<file path="config.mk">
export PLATFORM = sky130hd
export DESIGN_NAME = melody_seq
export DESIGN_NICKNAME = d
export VERILOG_FILES = /design/src/rtl/melody_seq.sv
export SDC_FILE = /design/constraint.sdc
export NUM_CORES = 1
export LEC_CHECK = 0
export BUFFER_PORTS_ARGS = -buffer_cell sky130_fd_sc_hd__buf_2
export CORE_MARGIN = 2
export CORE_UTILIZATION = 45
export CTS_CLUSTER_DIAMETER = 60
export DETAILED_ROUTE_END_ITERATION = 12
export HOLD_SLACK_MARGIN = 0.12
export PLACE_DENSITY = 0.62
export RECOVER_POWER = 25
export SYNTH_ARGS = -nofsm -noshare
export SYNTH_HDL_FRONTEND = slang
export SYNTH_SLANG_ARGS = --single-unit
export TNS_END_PERCENT = 20
</file>
<file path="constraint.sdc">
create_clock -name clk -period 3.5 [get_ports clk]
set_clock_uncertainty 0.1 [all_clocks]
set_input_delay 0 -clock clk [delete_from_list [all_inputs] [get_ports clk]]
set_output_delay 0 -clock clk [all_outputs]
set_load 0.01 [all_outputs]
</file>
<file path="src/rtl/melody_seq.sv">
// Note sequencer: walks a {tone,dur} note table and drives a buzzer driver's
// tone/en inputs, timing each note and the silent gap that follows it.
module melody_seq #(
   parameter int TICK_DIV   = 1_200_000,
   parameter int GAP_CYCLES = 12_000,
   parameter int ADDR_W     = 5
) (
   input  logic              clk,
   input  logic              rst_n,
   input  logic              start,
   input  logic              stop,
   input  logic              loop,
   output logic [ADDR_W-1:0] note_addr,
   input  logic [7:0]        note_data,
   output logic              buzzer_en,
   output logic [4:0]        tone,
   output logic              busy,
   output logic              done
);

   typedef enum logic [1:0] {
      S_IDLE,
      S_FETCH,
      S_PLAY,
      S_GAP
   } state_t;

   localparam logic [23:0]       TICK_LEN  = 24'(TICK_DIV);
   localparam logic [23:0]       GAP_LAST  = 24'(GAP_CYCLES - 1);
   localparam logic [ADDR_W-1:0] ADDR_LAST = '1;
   localparam logic [4:0]        END_MARK  = 5'd31;
   localparam logic [4:0]        TOP_NOTE  = 5'd21;

   state_t            state_q, state_d;
   logic [23:0]       cnt_q, cnt_d;
   logic [ADDR_W-1:0] addr_q, addr_d;
   logic              en_q, en_d;
   logic [4:0]        tone_q, tone_d;
   logic              busy_q, busy_d;
   logic              done_q, done_d;

   logic [4:0] nd_tone;
   logic [2:0] nd_dur;

   assign nd_tone = note_data[7:3];
   assign nd_dur  = note_data[2:0];

   always_comb begin
      state_d = state_q;
      cnt_d   = cnt_q;
      addr_d  = addr_q;
      en_d    = en_q;
      tone_d  = tone_q;
      done_d  = 1'b0;

      case (state_q)
         S_IDLE: begin
            en_d = 1'b0;
            if (start && !stop) begin
               addr_d  = '0;
               state_d = S_FETCH;
            end
         end
         S_FETCH: begin
            if (nd_tone == END_MARK) begin
               // Looping only from a non-zero address avoids spinning on an empty song.
               if (loop && (addr_q != '0)) begin
                  addr_d = '0;
               end else begin
                  done_d  = 1'b1;
                  state_d = S_IDLE;
               end
            end else begin
               tone_d  = nd_tone;
               en_d    = (nd_tone != 5'd0) && (nd_tone <= TOP_NOTE);
               cnt_d   = (({21'd0, nd_dur} + 24'd1) * TICK_LEN) - 24'd1;
               state_d = S_PLAY;
            end
         end
         S_PLAY: begin
            if (cnt_q == 24'd0) begin
               en_d    = 1'b0;
               cnt_d   = GAP_LAST;
               state_d = S_GAP;
            end else begin
               cnt_d = cnt_q - 24'd1;
            end
         end
         S_GAP: begin
            if (cnt_q == 24'd0) begin
               if (addr_q == ADDR_LAST) begin
                  if (loop) begin
                     addr_d  = '0;
                     state_d = S_FETCH;
                  end else begin
                     done_d  = 1'b1;
                     state_d = S_IDLE;
                  end
               end else begin
                  addr_d  = addr_q + ADDR_W'(1);
                  state_d = S_FETCH;
               end
            end else begin
               cnt_d = cnt_q - 24'd1;
            end
         end
         default: begin
            state_d = S_IDLE;
            en_d    = 1'b0;
         end
      endcase

      // Abort overrides every other decision; tone and address keep their values.
      if ((state_q != S_IDLE) && stop) begin
         state_d = S_IDLE;
         cnt_d   = 24'd0;
         addr_d  = addr_q;
         en_d    = 1'b0;
         tone_d  = tone_q;
         done_d  = 1'b0;
      end

      busy_d = (state_d != S_IDLE);
   end

   always_ff @(posedge clk or negedge rst_n) begin
      if (!rst_n) begin
         state_q <= S_IDLE;
         cnt_q   <= 24'd0;
         addr_q  <= '0;
         en_q    <= 1'b0;
         tone_q  <= 5'd0;
         busy_q  <= 1'b0;
         done_q  <= 1'b0;
      end else begin
         state_q <= state_d;
         cnt_q   <= cnt_d;
         addr_q  <= addr_d;
         en_q    <= en_d;
         tone_q  <= tone_d;
         busy_q  <= busy_d;
         done_q  <= done_d;
      end
   end

   assign note_addr = addr_q;
   assign buzzer_en = en_q;
   assign tone      = tone_q;
   assign busy      = busy_q;
   assign done      = done_q;

endmodule

</file>
### Word-level counts from Yosys, hierarchy flattened

Index checks and enable logic that the tools add are counted.

* memories: 0
* ROM bits: 0
* flip-flop bits (word level): 39
* word-level logic and storage cells: 78
* input bits: 13
* output and inout bits: 13
* latch bits: 0
* bits in writable memories: 0

* magnitude comparators: 1
* equal/unequal tests: 13
* multiply operators: 1
* reductions and logical operators: 18
* shifts and indexed selects: 0
* bitwise logic cells: 2
* $add $sub $neg: 4
* muxes and demuxes: 32
* divide/modulo/power cells: 0

Operator list (count)
* two-way mux 24 bit: 4
* one-hot mux 24 bit (3 select lines): 1
* subtractor 24 x 1 -> 24 bit (second input constant): 2
* two-way mux 5 bit: 6
* logical NOT 24 bit: 1
* multiplier 4 x 14 -> 17 bit (second input constant): 1
* one-hot mux 5 bit (3 select lines): 1
* two-way mux 2 bit: 7
* != test 3 bit (second input constant): 4
* equality test 5 bit (second input constant): 2
* two-way mux 1 bit: 10
* nonzero test 5 bit: 2
* AND reduction 3 bit: 3
* != test 2 bit (second input constant): 4
* one-hot mux 2 bit (4 select lines): 1
* nonzero test 4 bit: 2
* AND reduction 7 bit: 1
* adder 5 x 1 -> 5 bit (second input constant): 1
* less-or-equal comparator 5 bit (second input constant): 1
* adder 3 x 1 -> 4 bit (second input constant): 1
* equality test 2 bit (second input constant): 2
* logical AND 1 bit: 4
* nonzero test 2 bit: 2
* one-hot mux 1 bit (3 select lines): 1
* 6 further kinds: 7

### Depth between registers and ports, before layout

Gate-level depths: netlist (run 1).

* depth in word-level cells: 7
* mapped depth: 18
* gate-level depth less buffers: 17

### Worst setup path before layout (run 1)

No wires, ideal clock.

* path type: in2reg
* start: in note_data[0]
* end: reg cnt_q[21]
* setup time: 0.122 ns
* stages: 18
* setup slack: -0.695 ns
* data required time: 3.278 ns
* buffers on the path: 1
* data arrival time: 3.973 ns
* path through: ha_1 -> xor2_1 -> inv_1 -> ha_1 -> inv_1 -> ha_1 -> or2_2 -> inv_1 -> fa_1 -> ha_1 -> nor2b_1 -> a221o_1 -> nand3_1 -> mux2_2 -> and3_1 -> buf_1 -> a41o_1 -> a32o_1

* cells in the longest elaborated chain, start to end: 6

RTL lines
* start: declaration: RTL line 14 `input logic [7:0] note_data,`
* adder 3 x 1 -> 4 bit: RTL line 76 `cnt_d = (({21'd0, nd_dur} + 24'd1) * TICK_LEN) - 24'd1;`
* multiplier 4 x 14 -> 17 bit: RTL line 76
* subtractor 24 x 1 -> 24 bit: RTL line 76
* two-way mux 24 bit: RTL line 65 `if (nd_tone == END_MARK) begin`
* one-hot mux 24 bit (3 select lines): RTL line 56 `case (state_q)`
* two-way mux 24 bit: RTL line 114 `if ((state_q != S_IDLE) && stop) begin`
* end signal: assignment: RTL line 137 `cnt_q <= cnt_d;`
* end: declaration: RTL line 35 `logic [23:0] cnt_q, cnt_d;`

Every way passes these cells. The select of a mux whose other input is x is not followed.
A chain may end at the register's enable or synchronous reset.

### Worst setup path after layout (run 1)

* start: in note_data[0]
* end: reg cnt_q[20]

The elaborated chain is that of the path after synthesis.

==> impl_metrics.csv, run 1 <==
group,metric,value,unit
setup_path,start_kind,"input pin",
floorplanning,dieArea,8530,um^2
floorplanning,start_util,0.459,
setup_path,r2r-end,"state_q[0]",
setup_path,path_max_fanout,3,
clock_tree,cts.sinks,39,
setup_path,regToRegSetupSlack,0.24,ns
power_and_ir_drop,power_density,689,nW/um^2
route,drt-total-wl,9.41,mm
timing,slew_violations,40,
route,wl_per_cell,15.7,um
setup_path,cp.arrival,3.56,ns
setup_path,r2r_cells,7,
floorplanning,dieHeight,92.3,um
run_status,status,"complete, but fails checks",
timing,max-slew-margin-rel,-0.437,
grt,grt_pass1_wl,15.8,mm
cells_and_area,diodes,0,
timing,fin_crit_sh,0.997,
floorplanning,core,7650,um^2
placement,gp_congestion,0.865,
timing,worstMarginPinSlew,2.16,ns
route,vias,3537,
placement,dp_hpwl,6.94,mm
power_and_ir_drop,irDropWorstVdd,238,uV
route,ant_nets,0,
setup_path,crit_path_end_kind,"flip-flop",
route,vias_per_cell,5.89,
run_status,violations,"max-capacitance violations, max-slew violations",
grt,grt_usage,0.228,
clock_tree,clock_latency,0.29,ns
cells_and_area,area_delta_synth_final,26.9,%
timing,hold_violations,0,
synth,yosysWarnings,0,
timing,timing.hold.ws,0.115,ns
synth,synth_ff_type,"dfrtp_1",
synth,ys_seq_elements,39,
flow_run,maxCapViolCount,1,
timing,setup_viol,0,
floorplanning,rows,32,
setup_path,crit_type,"input pin to flip-flop",
power_and_ir_drop,finalPower,3070,uW
synth,synth_edf_count,0,
synth,synthCells,421,
placement,portBuffers,25,
setup_path,required,3.57,ns
route,drc_errors,0,
clock_tree,ctsLongestPathBuffers,2,
cells_and_area,final_nets,541,
timing,max_freq,287,MHz
min_path,hold_path_class,"input pin to flip-flop",
route,dr.pass1.iters,6,
floorplanning,pin_count,26,
synth,syn_avg_cell_area,8.34,um^2
timing,layout_min_cycle_time,3.49,ns
setup_path,rr_startpoint,"cnt_q[16]",
cells_and_area,fin_util,0.583,
setup_path,endpoint,"cnt_q[20]",
clock_tree,cts_tree,"yes",
grt,grt-ovfl-total,0,
grt,antenna_found_initial,0,
floorplanning,die_w,92.3,um
grt,grt_max_degree,40,
grt,grt_pass1_vias,3396,
synth,synth_fp_nets,464,
route,first_iter_violations,184,
synth,yosysSeqAreaShare,0.278,
clock_tree,htree_levels,2,
clock_tree,cts_made_buffers,5,
synth,synth.distinct_cells,64,
clock_tree,clockRootBuffer,"clkbuf_8",
synth,netlist_area,3510,um^2
power_and_ir_drop,p_leak,0.00186,uW
cells_and_area,drive_above_1_share,0.230,
cells_and_area,fillCellCount,681,
timing,rsz0062_at_grt,"true",
clock_tree,clk_pin_slew,0.08,ns
synth,async_reset_ff_frac,1.00,
setup_path,startpoint,"note_data[0]",
## layout make-up
type	instances	area, um^2	share of cell area
clock buffers	6	72.6	0.0163
well taps	102	128	0.0286
multi-input cells	338	2550	0.573
flip-flops and latches	39	976	0.219
repair buffers	86	604	0.136
inverters	28	110	0.0247
clock inverters	2	12.5	0.00281
## cell usage after synthesis, types with 4 or more instances
| library cell | number | area, um^2 |
|---|---|---|
| xor2_1 | 9 | 78.8 |
| nor3_1 | 13 | 65.1 |
| or3_1 | 6 | 37.5 |
| a41oi_1 | 4 | 35.0 |
| and3_1 | 8 | 50.1 |
| dfrtp_1 | 39 | 976 |
| o21ai_0 | 37 | 185 |
| nor2_1 | 30 | 113 |
| ha_1 | 26 | 325 |
| inv_1 | 28 | 105 |
| nor2b_1 | 4 | 25.0 |
| a31oi_1 | 12 | 75.1 |
| nand3_1 | 7 | 35.0 |
| o31ai_1 | 7 | 52.6 |
| o22a_1 | 7 | 61.3 |
| nor4_1 | 9 | 56.3 |
| a21oi_1 | 27 | 135 |
| clkbuf_1 | 12 | 45.0 |
| mux2_2 | 4 | 45.0 |
| or2_2 | 7 | 43.8 |
| nand2_1 | 30 | 113 |
| nand2b_1 | 4 | 25.0 |
| xnor2_1 | 11 | 96.3 |
| a21o_1 | 4 | 30.0 |
| nand4_1 | 8 | 50.1 |
| fa_1 | 4 | 80.1 |
## power breakdown
group / leakage (uW) / switching, uW / internal [uW]
Clock: 0.0000412 / 160 / 139
Combinational: 0.00134 / 1090 / 860
Sequential: 0.000477 / 188 / 635
## flip-flops by register name, summed over array words and instances (netlist names)
name,flops
state_q,2
buzzer_en,1
tone,5
done,1
busy,1
cnt_q,24
note_addr,5
## how the worst min path moves through the flow
stage | from | to | cells after the start | slack (ns)
after CTS | start | busy | 5 | 0.12
after floorplan | rst_n | busy | 0 | -0.40
final | start | busy | 5 | 0.11
after global routing | start | busy | 5 | 0.17
after global placement | rst_n | tone[4] | 1 | 0.07
after detailed placement | rst_n | cnt_q[2] | 1 | 0.08
## cell families (layout without fill, tap and decap cells)
logic type / after synthesis / after routing / synth area share
compound gates: 139 / 139 / 0.268
mux: 7 / 7 / 0.0214
flops: 39 / 39 / 0.278
simple gates: 142 / 142 / 0.217
fa+ha+maj: 30 / 30 / 0.115
buf+inv: 44 / 122 / 0.0513
xor+xnor: 20 / 20 / 0.0499
## what timing repair did
action	in CTS	in global routing
pin swaps	11	10
hold buffers	9	0
gates resized for setup	11	17
endpoints found under the hold margin	48	0
gates cloned	0	0
setup endpoints to repair	5	10
buffers inserted	5	0
## stage by stage
step                area, um^2  TNS [ns]  worst slack [ns]  cells
floorplan                 3610    -0.798            -0.245    421
global placement          4140     -2.64            -0.456    579
detailed placement        4140     -3.03            -0.479    579
CTS                       4400    -0.182           -0.0712    601
global route              4460    -0.274            -0.114    601
finish                    4460         0            0.0109    601
## layout by cell type (no fill, tap or decap), drive strengths merged, types with 4 or more instances in the layout
master,netlist,layout
buf,4,63
dfrtp,39,39
o21ai,39,39
nor2,30,30
nand2,30,30
inv,28,28
a21oi,27,27
ha,26,26
clkbuf,12,20
nor3,13,13
a31oi,12,12
xnor2,11,11
nor4,9,9
dlygate4sd3,0,9
nand4,9,9
xor2,9,9
or2,9,9
and3,8,8
o31ai,8,8
o22a,7,7
nand3,7,7
or3,6,6
a21o,4,4
nor2b,4,4
nand2b,4,4
a41oi,4,4
mux2,4,4
fa,4,4
## worst max-delay path, stage by stage
cell and delay [ns]:
buf_6 0.10, ha_4 0.17, xor2_4 0.14, inv_2 0.07
ha_4 0.27, inv_4 0.03, ha_4 0.27, inv_4 0.04
buf_6 0.10, fa_1 0.54, ha_4 0.21, nor2b_1 0.13
a221o_1 0.38, a41oi_4 0.21, mux2i_2 0.28, nor4b_2 0.09
a211o_1 0.30, a32o_1 0.25
## routing by layer
metal  track usage  vias to the layer above  routed length (um)  part of all wire
li1              -                     1729                   -                 -
met1         0.289                     1688                4020              0.43
met2         0.403                      109                4810              0.51
met3        0.0212                       11                 425             0.045
met4        0.0808                        0                 155             0.016
met5             0                        -                   0                 0
Power figures use the tool's default switching activity.
==> run 2: changes to the inputs <==
--- a/config.mk
+++ b/config.mk
@@ -6,12 +6,11 @@
 export NUM_CORES = 1
 export LEC_CHECK = 0
 export BUFFER_PORTS_ARGS = -buffer_cell sky130_fd_sc_hd__buf_2
-export CORE_MARGIN = 2
 export CORE_UTILIZATION = 45
 export CTS_CLUSTER_DIAMETER = 60
 export DETAILED_ROUTE_END_ITERATION = 12
 export HOLD_SLACK_MARGIN = 0.12
-export PLACE_DENSITY = 0.62
+export PLACE_DENSITY = 0.64
 export RECOVER_POWER = 25
 export SYNTH_ARGS = -nofsm -noshare
 export SYNTH_HDL_FRONTEND = slang
==> constraint.sdc (replaced) <==
create_clock -name clk -period 2.8 [get_ports clk]
set_clock_uncertainty 0.1 [all_clocks]
set_input_delay 0 -clock clk [delete_from_list [all_inputs] [get_ports clk]]
set_output_delay 0 -clock clk [all_outputs]
set_load 0.01 [all_outputs]
==> impl_metrics.csv, run 2 (same netlist as run 1, synthesis figures left out) <==
group,metric,value,unit
route,vias_per_cell,5.87,
floorplanning,rows,31,
min_path,hp-start,"note_data[0]",
floorplanning,dieHeight,90.3,um
cells_and_area,fillCellCount,646,
clock_tree,clk_pin_slew,0.08,ns
timing,max-slew-margin-rel,0.330,
clock_tree,htree_levels,2,
floorplanning,start_util,0.474,
grt,grt-ovfl-total,0,
placement,dp_hpwl,7.20,mm
timing,worstMarginPinSlew,1.00,ns
cells_and_area,fin_area,4680,um^2
cells_and_area,layout_commonest_cell,"buf_4",
cells_and_area,diodes,0,
route,first_iter_violations,287,
min_path,hold_end,"cnt_q[7]",
cells_and_area,final_nets,566,
clock_tree,clockRootBuffer,"clkbuf_8",
floorplanning,die_w,90.3,um
grt,antenna_found_initial,0,
setup_path,start_kind,"input pin",
grt,grt_usage,0.246,
placement,portBuffers,25,
clock_tree,clock_latency,0.30,ns
setup_path,regToRegSetupSlack,-0.14,ns
floorplanning,dieArea,8160,um^2
run_status,status,"complete, but fails checks",
clock_tree,cts_tree,"yes",
power_and_ir_drop,finalPower,4110,uW
setup_path,required,2.89,ns
setup_path,crit_path_end_kind,"flip-flop",
setup_path,crit_type,"input pin to flip-flop",
clock_tree,cts_made_buffers,5,
route,ant_nets,0,
cells_and_area,drive_above_1_share,0.269,
grt,grt_max_degree,40,
route,drc_errors,0,
timing,slew_violations,0,
placement,placed_cell_area,4340,um^2
setup_path,r2r_cells,8,
cells_and_area,largest_reg_flops,24,
clock_tree,ctsLongestPathBuffers,2,
power_and_ir_drop,irDropWorstVdd,517,uV
timing,worst_slack,-0.635,ns
cells_and_area,multi_input_area,2560,um^2
placement,place_inst,603,
floorplanning,core,7410,um^2
setup_path,rr_startpoint,"cnt_q[16]",
route,wl_per_cell,15.7,um
power_and_ir_drop,power_density,879,nW/um^2
flow_run,maxCapViolCount,0,
cells_and_area,fin_util,0.632,
cells_and_area,seq_area,976,um^2
cells_and_area,final_cell_mix,"buf_4 (73), dfrtp_1 (39), o21ai_0 (33)",
route,drt-total-wl,9.76,mm
timing,layout_min_cycle_time,3.44,ns
grt,grt_pass1_wl,16.5,mm
timing,max_freq,291,MHz
timing,timing.hold.ws,0.175,ns
grt,grt_pass1_vias,3497,
setup_path,path_max_fanout,4,
clock_tree,cts.sinks,39,
power_and_ir_drop,p_leak,0.00200,uW
timing,rsz0062_at_grt,"true",
min_path,hold_path_class,"input pin to flip-flop",
run_status,violations,"negative setup slack",
route,vias,3654,
cells_and_area,regMostFlops,"cnt_q",
route,dr.pass1.iters,5,
setup_path,r2r-end,"cnt_q[23]",
cells_and_area,stdcell_count,623,
timing,fin_crit_sh,1.23,
timing,hold_violations,0,
setup_path,cp.arrival,3.53,ns
min_path,whs_path_depth,5,
timing,setup_viol,12,
cells_and_area,area_delta_synth_final,33.3,%
floorplanning,pin_count,26,
placement,gp_congestion,0.844,
## run 2: changes by cell type in the layout (fill, tap and decap cells not counted), sizes merged
cell,change
clkbuf,+2
clkinv,-1
clkinvlp,-1
buf,+25
## run 2: layer usage
metal / track usage / vias up / wire length, um
met3: 0.0354 / 14 / 481
met5: 0 / - / 0
met1: 0.352 / 1732 / 4700
met2: 0.389 / 121 / 4430
li1: - / 1787 / -
met4: 0.0632 / 0 / 144
## run 2: cell type report
| cell class | instances | area share |
|---|---|---|
| multi-input combinational | 338 | 0.547 |
| timing repair buffer | 111 | 0.173 |
| inverter | 28 | 0.0235 |
| sequential | 39 | 0.209 |
| tap | 99 | 0.0265 |
| clock buffer | 8 | 0.0214 |
## run 2: worst max path at each step
stage | slack [ns] | depth (start not counted) | endpoint | start
finish | -0.64 | 18 | cnt_q[20] | note_data[0]
global route | -0.79 | 18 | cnt_q[20] | note_data[0]
CTS | -0.66 | 18 | cnt_q[20] | note_data[0]
detailed placement | -1.10 | 19 | cnt_q[19] | note_data[1]
global placement | -1.02 | 19 | cnt_q[19] | note_data[0]
floorplan | -0.94 | 18 | cnt_q[21] | note_data[1]
## run 2: stage by stage
| stage | TNS, ns | worst slack, ns |
|---|---|---|
| floorplan | -7.85 | -0.945 |
| global route | -6.98 | -0.788 |
| finish | -5.13 | -0.635 |
| CTS | -5.46 | -0.657 |
| detailed placement | -11.39 | -1.10 |
| global placement | -10.60 | -1.02 |
## run 2: critical path, stage by stage
cell and delay [ns]:
buf_8 0.10, ha_4 0.17, xor2_4 0.13, inv_2 0.07, ha_4 0.27, inv_4 0.03
ha_4 0.27, inv_4 0.04, buf_6 0.10, fa_1 0.54, ha_4 0.22, nor2b_1 0.13
a221o_1 0.36, a41oi_2 0.25, mux2i_1 0.26, nor4b_2 0.08, a211o_1 0.26, a32o_1 0.25
## run 2: repair_timing
item | in CTS | in global routing
resized for setup | 25 | 10
hold buffers | 9 | 0
endpoints found under the hold margin | 48 | 0
setup buffers | 3 | 0
cloned | 0 | 0
endpoints found under the setup margin | 13 | 17
pin swaps | 17 | 3
## run 2: where the power goes
part	total, uW	switching (uW)	internal [uW]
combinational	2670	1450	1230
clock	433	208	225
sequential	1000	210	794
total	4110	1870	2250
